### src/rtl/uart_tx.sv
// rtl/uart_tx.sv - 8N1/8N2 UART transmitter with one-entry holding register
// Define UART_TX_PARITY_EN to insert an even-parity bit between data and stop bits.
module uart_tx #(
    parameter int SYS_CLOCK     = 50000000,
    parameter int UART_BAUDRATE = 115200,
    parameter int STOP_BITS     = 1
) (
    input  logic       i_SysClock,
    input  logic       i_ResetN,
    input  logic       i_TxValid,
    input  logic [7:0] i_TxByte,
    output logic       o_TxReady,
    output logic       o_TxSerial,
    output logic       o_TxActive,
    output logic       o_TxDone
);

    localparam int MAX_CYCLE_CNT = ((SYS_CLOCK * 10 / UART_BAUDRATE + 5) / 10) - 1;
    localparam int CNT_W         = $clog2(MAX_CYCLE_CNT) + 1;
    localparam logic [CNT_W-1:0] CNT_MAX   = CNT_W'(MAX_CYCLE_CNT);
    localparam logic [2:0]       LAST_STOP = 3'(STOP_BITS - 1);

    typedef enum logic [2:0] {
        IDLE       = 3'd0,
        START_BIT  = 3'd1,
        DATA_BITS  = 3'd2,
`ifdef UART_TX_PARITY_EN
        PARITY_BIT = 3'd3,
`endif
        STOP_BIT   = 3'd4
    } tx_state_t;

    tx_state_t        state_q;
    logic [7:0]       hold_q;
    logic             hold_full_q;
    logic [7:0]       shift_q;
    logic [CNT_W-1:0] cycle_cnt_q;
    logic [2:0]       bit_cnt_q;
    logic             tx_serial_q;
    logic             tx_active_q;
`ifdef UART_TX_PARITY_EN
    logic             parity_q;
`endif

    logic bit_end;
    logic load;

    assign bit_end = (cycle_cnt_q == CNT_MAX);
    // A held byte is picked up from IDLE or straight off the last stop bit, so frames abut.
    assign load = hold_full_q &&
                  ((state_q == IDLE) ||
                   ((state_q == STOP_BIT) && bit_end && (bit_cnt_q == LAST_STOP)));

    always_ff @(posedge i_SysClock or negedge i_ResetN) begin
        if (!i_ResetN) begin
            state_q     <= IDLE;
            hold_q      <= '0;
            hold_full_q <= 1'b0;
            shift_q     <= '0;
            cycle_cnt_q <= '0;
            bit_cnt_q   <= '0;
            tx_serial_q <= 1'b1;
            tx_active_q <= 1'b0;
`ifdef UART_TX_PARITY_EN
            parity_q    <= 1'b0;
`endif
        end else begin
            if (i_TxValid && !hold_full_q) begin
                hold_q      <= i_TxByte;
                hold_full_q <= 1'b1;
            end

            cycle_cnt_q <= bit_end ? '0 : cycle_cnt_q + CNT_W'(1);

            if (load) begin
                shift_q     <= hold_q;
                hold_full_q <= 1'b0;
                state_q     <= START_BIT;
                cycle_cnt_q <= '0;
                bit_cnt_q   <= '0;
                tx_serial_q <= 1'b0;
                tx_active_q <= 1'b1;
`ifdef UART_TX_PARITY_EN
                parity_q    <= ^hold_q;
`endif
            end else begin
                case (state_q)
                    IDLE: begin
                        cycle_cnt_q <= '0;
                        bit_cnt_q   <= '0;
                        tx_serial_q <= 1'b1;
                        tx_active_q <= 1'b0;
                    end
                    START_BIT: begin
                        if (bit_end) begin
                            state_q     <= DATA_BITS;
                            bit_cnt_q   <= '0;
                            tx_serial_q <= shift_q[0];
                        end
                    end
                    DATA_BITS: begin
                        if (bit_end) begin
                            shift_q <= shift_q >> 1;
                            if (bit_cnt_q == 3'd7) begin
                                bit_cnt_q   <= '0;
`ifdef UART_TX_PARITY_EN
                                state_q     <= PARITY_BIT;
                                tx_serial_q <= parity_q;
`else
                                state_q     <= STOP_BIT;
                                tx_serial_q <= 1'b1;
`endif
                            end else begin
                                bit_cnt_q   <= bit_cnt_q + 3'd1;
                                tx_serial_q <= shift_q[1];
                            end
                        end
                    end
`ifdef UART_TX_PARITY_EN
                    PARITY_BIT: begin
                        if (bit_end) begin
                            state_q     <= STOP_BIT;
                            tx_serial_q <= 1'b1;
                        end
                    end
`endif
                    STOP_BIT: begin
                        if (bit_end) begin
                            if (bit_cnt_q == LAST_STOP) begin
                                state_q     <= IDLE;
                                bit_cnt_q   <= '0;
                                tx_active_q <= 1'b0;
                            end else begin
                                bit_cnt_q   <= bit_cnt_q + 3'd1;
                            end
                            tx_serial_q <= 1'b1;
                        end
                    end
                    default: begin
                        state_q     <= IDLE;
                        cycle_cnt_q <= '0;
                        bit_cnt_q   <= '0;
                        tx_serial_q <= 1'b1;
                        tx_active_q <= 1'b0;
                    end
                endcase
            end
        end
    end

    assign o_TxReady  = !hold_full_q;
    assign o_TxSerial = tx_serial_q;
    assign o_TxActive = tx_active_q;
    assign o_TxDone   = (state_q == IDLE) && !hold_full_q;

endmodule

### config.mk
export PLATFORM = sky130hd
export DESIGN_NAME = uart_tx
export DESIGN_NICKNAME = d
export VERILOG_FILES = /design/src/rtl/uart_tx.sv
export SDC_FILE = /design/constraint.sdc
export NUM_CORES = 1
export LEC_CHECK = 0
export BUFFER_PORTS_ARGS = -buffer_cell sky130_fd_sc_hd__buf_2
export CAP_MARGIN = 20
export CORE_MARGIN = 2
export CORE_UTILIZATION = 48
export CTS_CLUSTER_DIAMETER = 30
export DETAILED_ROUTE_END_ITERATION = 12
export PLACE_DENSITY = 0.67
export SKIP_CTS_REPAIR_TIMING = 1
export SYNTH_ARGS = -nofsm -noshare
export SYNTH_HDL_FRONTEND = slang
export SYNTH_SLANG_ARGS = --single-unit
export TNS_END_PERCENT = 1
### constraint.sdc
create_clock -name i_SysClock -period 2.68 [get_ports i_SysClock]
set_clock_uncertainty 0.1 [all_clocks]
set_input_delay 0.536 -clock i_SysClock [delete_from_list [all_inputs] [get_ports i_SysClock]]
set_output_delay 0.536 -clock i_SysClock [all_outputs]
set_load 0.02 [all_outputs]
==> metrics, run 1 <==
DP Area=1901 µm²; sum of negative setup slack=0 ns; Async SR Flop Fraction=100.0%; status=finished clean; TritonCTS clock tree=yes; vias in the first global route=1353; CORE AREA=3633 µm²; max-cap violations=0; HP Class=input port to async pin; worst-skew pair later-pin latency=0.29 ns; Antenna Cells=0; total track usage=17.65%; # IOs=15; Area Overhead vs Synth=10.35%; DRT iter0 DRCs=102; Die Height=65.27 µm; worst reg2reg setup slack=0.29 ns; CTS Buffer Depth=2; PwrDens=1093 nW/µm²; antenna violation net count after detailed routing=0; design area=1988 µm²; Post-DP HPWL=2.333 mm; Max Transition Viols Final=0; Sequential Area=877.1 µm²; Least-Margin Pin Slew=0.7638 ns; Port Buffer Count=14; clk root buf=clkbuf_8; critical path class=flop to flop; relative slew slack=49.08%; first-pass iteration count of the detailed router=4; Fin. Hold Viols=0; number of flops mapped to enable cells by yosys=0; clk slew on worst S/H paths=0.07 ns; maximum VDD drop=0.4358 mV; final wirelength=3.169 mm; flops & latches, synth=35; die area=4260 µm²; reg2reg path depth=7; Final Core Density=54.72%; grt ovf=0; post-layout net count=202; sequential fraction of the synthesis area=48.68%; Startpoint Class=flop; gpl congestion=0.8078; Ys Warns=0; final worst-path cycle share=89.27%; vias=1302; area of the multi-input gates=837.1 µm²; top cells by area, synth=dfrtp_1 47%, mux2_2 6.3%, nor2_1 3.8%; crit path DAT=2.46 ns; DRC errors left=0; Synth Flop Type=dfrtp_1; Initial Utilization=49.59%; Crit. End Element=flop; Net Count, Synth=188; share of layout cells above drive strength 1=22.04%; row count=22; Mapped Cells=172; CP Max Fanout=8; worst r2r src=cycle_cnt_q[1]; TritonCTS Sinks=35; Reg-to-Reg End=shift_q[5]; area leader, netlist=dfrtp_1; Final min period=2.392 ns; Pleak=0.9091 nW; Synth cell types=42; CP Launch Point=cycle_cnt_q[1]; largest net degree at the start of global routing=36; RSZ-0062 raised after global routing=no; Die X-Extent=65.27 µm; Post-Syn Area=1802 µm²; DR WL/cell=13.54 µm; fillers=349; first-pass GRT wire length=5.692 mm; Max Freq=0.4180 GHz; CP Capture Point=shift_q[5]; syn avg cell area=10.48 µm²; Avg Vias per Cell=5.564; Max H-tree Level=2; CTS Buf Count=5; antenna violations before repair=0; Setup violations, final=0; Critical Path RT=2.75 ns; Yosys top cell area share=47.22%
==> registers in the layout, summed over array words and instances (netlist names) <==
register,cells
shift_q,8
o_TxSerial,1
state_q,3
bit_cnt_q,3
cycle_cnt_q,10
hold_q,8
hold_full_q,1
o_TxActive,1
==> layout make-up <==
cell class | instances | share of cell area (%)
inverters | 9 | 1.699
repair buffers | 17 | 4.657
clock inverters | 1 | 0.2517
clock buffers | 6 | 4.154
well taps | 48 | 3.021
multi-input cells | 118 | 42.10
flip-flops and latches | 35 | 44.12
==> per-stage QoR <==
step / instances / setup slack, ns / hold WS (ns) / power (mW)
5_1_grt: 234 / 0.1918 / 0.2719 / 2.358
4_1_cts: 234 / 0.2812 / 0.2536 / 2.200
6_report: 234 / 0.2875 / 0.2181 / 2.173
3_3_place_gp: 227 / 0.3389 / 0.3751 / 1.779
3_5_place_dp: 227 / 0.2878 / 0.3783 / 1.812
2_1_floorplan: 172 / 0.3222 / 0.1404 / 1.615
==> cells in the mapped netlist, drive strengths merged (2+ instances only) <==
| master | count |
|---|---|
| a21oi | 4 |
| and3 | 2 |
| buf | 6 |
| clkbuf | 4 |
| dfrtp | 34 |
| ha | 5 |
| inv | 9 |
| mux2 | 14 |
| mux2i | 3 |
| nand2 | 12 |
| nand3 | 5 |
| nand4 | 3 |
| nor2 | 18 |
| nor3 | 5 |
| nor3b | 3 |
| o211ai | 4 |
| o21ai | 7 |
| o221ai | 3 |
| or3 | 3 |
| or3b | 3 |
| xnor2 | 2 |
| xor2 | 7 |
==> routing by layer <==
| layer | vias up | track usage [%] | share of wire, % |
|---|---|---|---|
| met5 | - | 0 | 0 |
| met4 | 0 | 10.42 | 2.0 |
| met2 | 36 | 29.59 | 49 |
| met3 | 7 | 4.966 | 4.8 |
| met1 | 630 | 20.00 | 44 |
| li1 | 629 | - | - |
==> cells in the final DEF, fill, tap and decap left out, types with 4 or more instances in the layout <==
cell type	instances
dfrtp_1	34
nor2_1	18
buf_2	14
nand2_1	12
mux2_2	10
inv_1	9
xor2_1	7
o21ai_0	6
clkbuf_8	6
nand3_1	5
nor3_1	5
ha_1	5
mux2_4	4
o211ai_1	4
a21oi_1	4
==> power by group <==
part / internal [mW] / total (mW) / switching [mW]
registers: 0.760 / 0.943 / 0.183
clock network: 0.201 / 0.379 / 0.178
logic: 0.414 / 0.851 / 0.437
total: 1.37 / 2.17 / 0.798
==> critical path, stage by stage, from the launching register on <==
cell	delay, ns
dfrtp_1	0.43
inv_1	0.07
ha_1	0.12
or3b_1	0.39
or3_1	0.42
o21ai_1	0.20
buf_4	0.20
mux2_2	0.34
==> how the worst min path moves through the flow <==
stage | slack [ns] | startpoint | end | cells after the start
2_1_floorplan | 0.14 | i_ResetN | bit_cnt_q[0] | 0
3_3_place_gp | 0.38 | o_TxActive | o_TxActive | 1
3_5_place_dp | 0.38 | o_TxActive | o_TxActive | 1
4_1_cts | 0.25 | i_ResetN | state_q[1] | 1
5_1_grt | 0.27 | i_ResetN | state_q[1] | 1
6_report | 0.22 | i_ResetN | state_q[1] | 1
==> logic make-up after synthesis <==
group	synth area share, %
simple gates	17.64
fa+ha+maj	3.472
mux	11.25
flops	48.68
xor+xnor	4.375
compound gates	9.723
buf+inv	4.861
Power figures use the tool's default switching activity.
==> run 2: changes to the inputs <==
- CORE_UTILIZATION: 48 -> 45
- PLACE_DENSITY: 0.67 -> 0.64
==> run 2 against run 1 <==
Sequential power is essentially flat. Core utilization decreased by 0.41 points. Final cell count up 0.43%. Wire length increased by 5.2%. Sequential cell count did not move. Critical path type unchanged. Largest power group unchanged. Highest routed layer unchanged.
==> metrics, run 2 (synthesized netlist as in run 1, its figures left out) <==
clk slew on worst S/H paths=0.07 ns (about the same); max reg flops=10 (unchanged); vias=1298 (-0.31%); Final Core Density=54.31% (-0.41 points); clk root buf=clkbuf_8; post-layout net count=202 (unchanged); Die Height=67.28 µm (+3.1%); Area Overhead vs Synth=12.85%; antenna violations before repair=0 (unchanged); slowest CP cell=dfrtp_1; Reg-to-Reg End=shift_q[1]; antenna violation net count after detailed routing=0 (unchanged); Die X-Extent=67.28 µm (+3.1%); sum of negative setup slack=0 ns (unchanged); Initial Utilization=48.13% (-1.5 points); post-placement cell count=227 (unchanged); CP Max Fanout=7 (-1); Least-Margin Pin Slew=0.7656 ns (+0.001836 ns); critical path class=flop to flop; DRT iter0 DRCs=159 (+56%); Post-DP HPWL=2.361 mm (+1.2%); CTS Buf Count=5 (unchanged); worst reg2reg setup slack=0.26 ns (-0.03 ns); DR WL/cell=14.18 µm (+4.7%); Max Transition Viols Final=0 (unchanged); Non-Filler Instances=235 (+0.43%); Antenna Cells=0 (unchanged); Met1 Routed Length=1.561 mm (+12%); first-pass iteration count of the detailed router=4 (unchanged); fillers=356 (+2.0%); grt ovf=0 (unchanged); met3 routed WL=145 µm (-4.0%); CORE AREA=3744 µm² (+3.0%); TritonCTS Sinks=35 (unchanged); Final min period=2.420 ns (+0.02763 ns); Setup violations, final=0 (unchanged); final worst-path cycle share=90.30% (+1.0 points); gpl congestion=0.8320 (+3.0%); worst-path cell chain=inv_1 -> ha_1 -> or3b_1 -> or3_1 -> o21ai_1 -> buf_4 -> mux2_2; area of the multi-input gates=837.1 µm² (unchanged); Regs by FF count=cycle_cnt_q: 10 flops, hold_q: 8 flops, shift_q: 8 flops; RSZ-0062 raised after global routing=no; status=finished clean; Port Buffer Count=14 (unchanged); CTS Buffer Depth=2 (unchanged); max-cap violations=0 (unchanged); most common cell after layout, fill and taps aside=dfrtp_1; Avg Vias per Cell=5.523 (-0.73%); CP peak stage delay=0.43 ns (about the same); row count=22 (unchanged); crit path DAT=2.49 ns (+0.03 ns); HP Class=input port to async pin; die area=4526 µm² (+6.3%); largest net degree at the start of global routing=36 (unchanged); final wirelength=3.333 mm (+5.2%); most frequent cells in the layout=34 x dfrtp_1, 18 x nor2_1, 14 x buf_2; total track usage=17.11% (-0.54 points); worst r2r src=cycle_cnt_q[1]; vias in the first global route=1221 (-9.8%); first-pass GRT wire length=5.733 mm (+0.72%); DRC errors left=0 (unchanged); Pleak=0.9274 nW (+2.0%); Crit. End Element=flop; # IOs=15 (unchanged); Startpoint Class=flop; Max H-tree Level=2 (unchanged); worst-skew pair later-pin latency=0.28 ns (about the same); metal2 WL=1.602 mm (+3.2%); Sequential Area=877.1 µm² (unchanged); Max Freq=0.4132 GHz (-1.1%); Largest Register=cycle_cnt_q; top metal layer carrying routed signals=met4; TritonCTS clock tree=yes; relative slew slack=48.96% (-0.12 points); PwrDens=1169 nW/µm² (+6.9%); maximum VDD drop=0.6938 mV (+59%); reg2reg path depth=7 (unchanged); worst hold slack=0.2267 ns (+0.008590 ns); Critical Path RT=2.75 ns (about the same); Fin. Hold Viols=0 (unchanged); share of layout cells above drive strength 1=21.93% (-0.12 points)
run 2: cell types whose count changed in the layout (fill, tap and decap cells not counted):
cell / before / now
clkinv_2: 1 / 0
bufinv_16: 0 / 2
clkbuf_1: 0 / 1
clkbuf_8: 6 / 5
run 2: final cells by class:
type,instances,area share (%)
multi-input combinational,118,41.17
timing repair buffer,17,4.554
clock inverter,2,2.954
clock buffer,6,3.569
sequential,35,43.14
tap,48,2.954
inverter,9,1.662
run 2: worst max-delay path by stage:
stage / startpoint / to / depth (start not counted)
3_3_place_gp: cycle_cnt_q[1] / shift_q[6] / 6
2_1_floorplan: cycle_cnt_q[1] / shift_q[1] / 8
4_1_cts: cycle_cnt_q[1] / shift_q[1] / 7
6_report: cycle_cnt_q[1] / shift_q[1] / 7
5_1_grt: cycle_cnt_q[1] / shift_q[1] / 7
3_5_place_dp: cycle_cnt_q[1] / shift_q[1] / 7
run 2: power breakdown:
group          switching [mW]  internal [mW]
clock                   0.185          0.372
combinational           0.460          0.416
sequential              0.183          0.760
run 2: metal layers:
metal  GRT usage (%)  up-vias
li1                -      631
met1           22.56      636
met2           26.86       27
met3           5.000        4
met4           6.122        0
met5               0        -
run 2: through the flow:
step	instance area, µm²	total power [mW]	setup WS (ns)
finish	2033	2.376	0.2599
global route	2033	2.570	0.1163
CTS	2033	2.397	0.2595
detailed placement	1901	1.822	0.2827
global placement	1901	1.790	0.3319
floorplan	1802	1.615	0.3222
run 2: critical path: cells and delay by family (launching register included):
kind / cells / cell delay, ns
buf+inv: 2 / 0.28
mux: 1 / 0.35
fa+ha+maj: 1 / 0.12
compound gates: 1 / 0.21
flops: 1 / 0.43
simple gates: 2 / 0.82
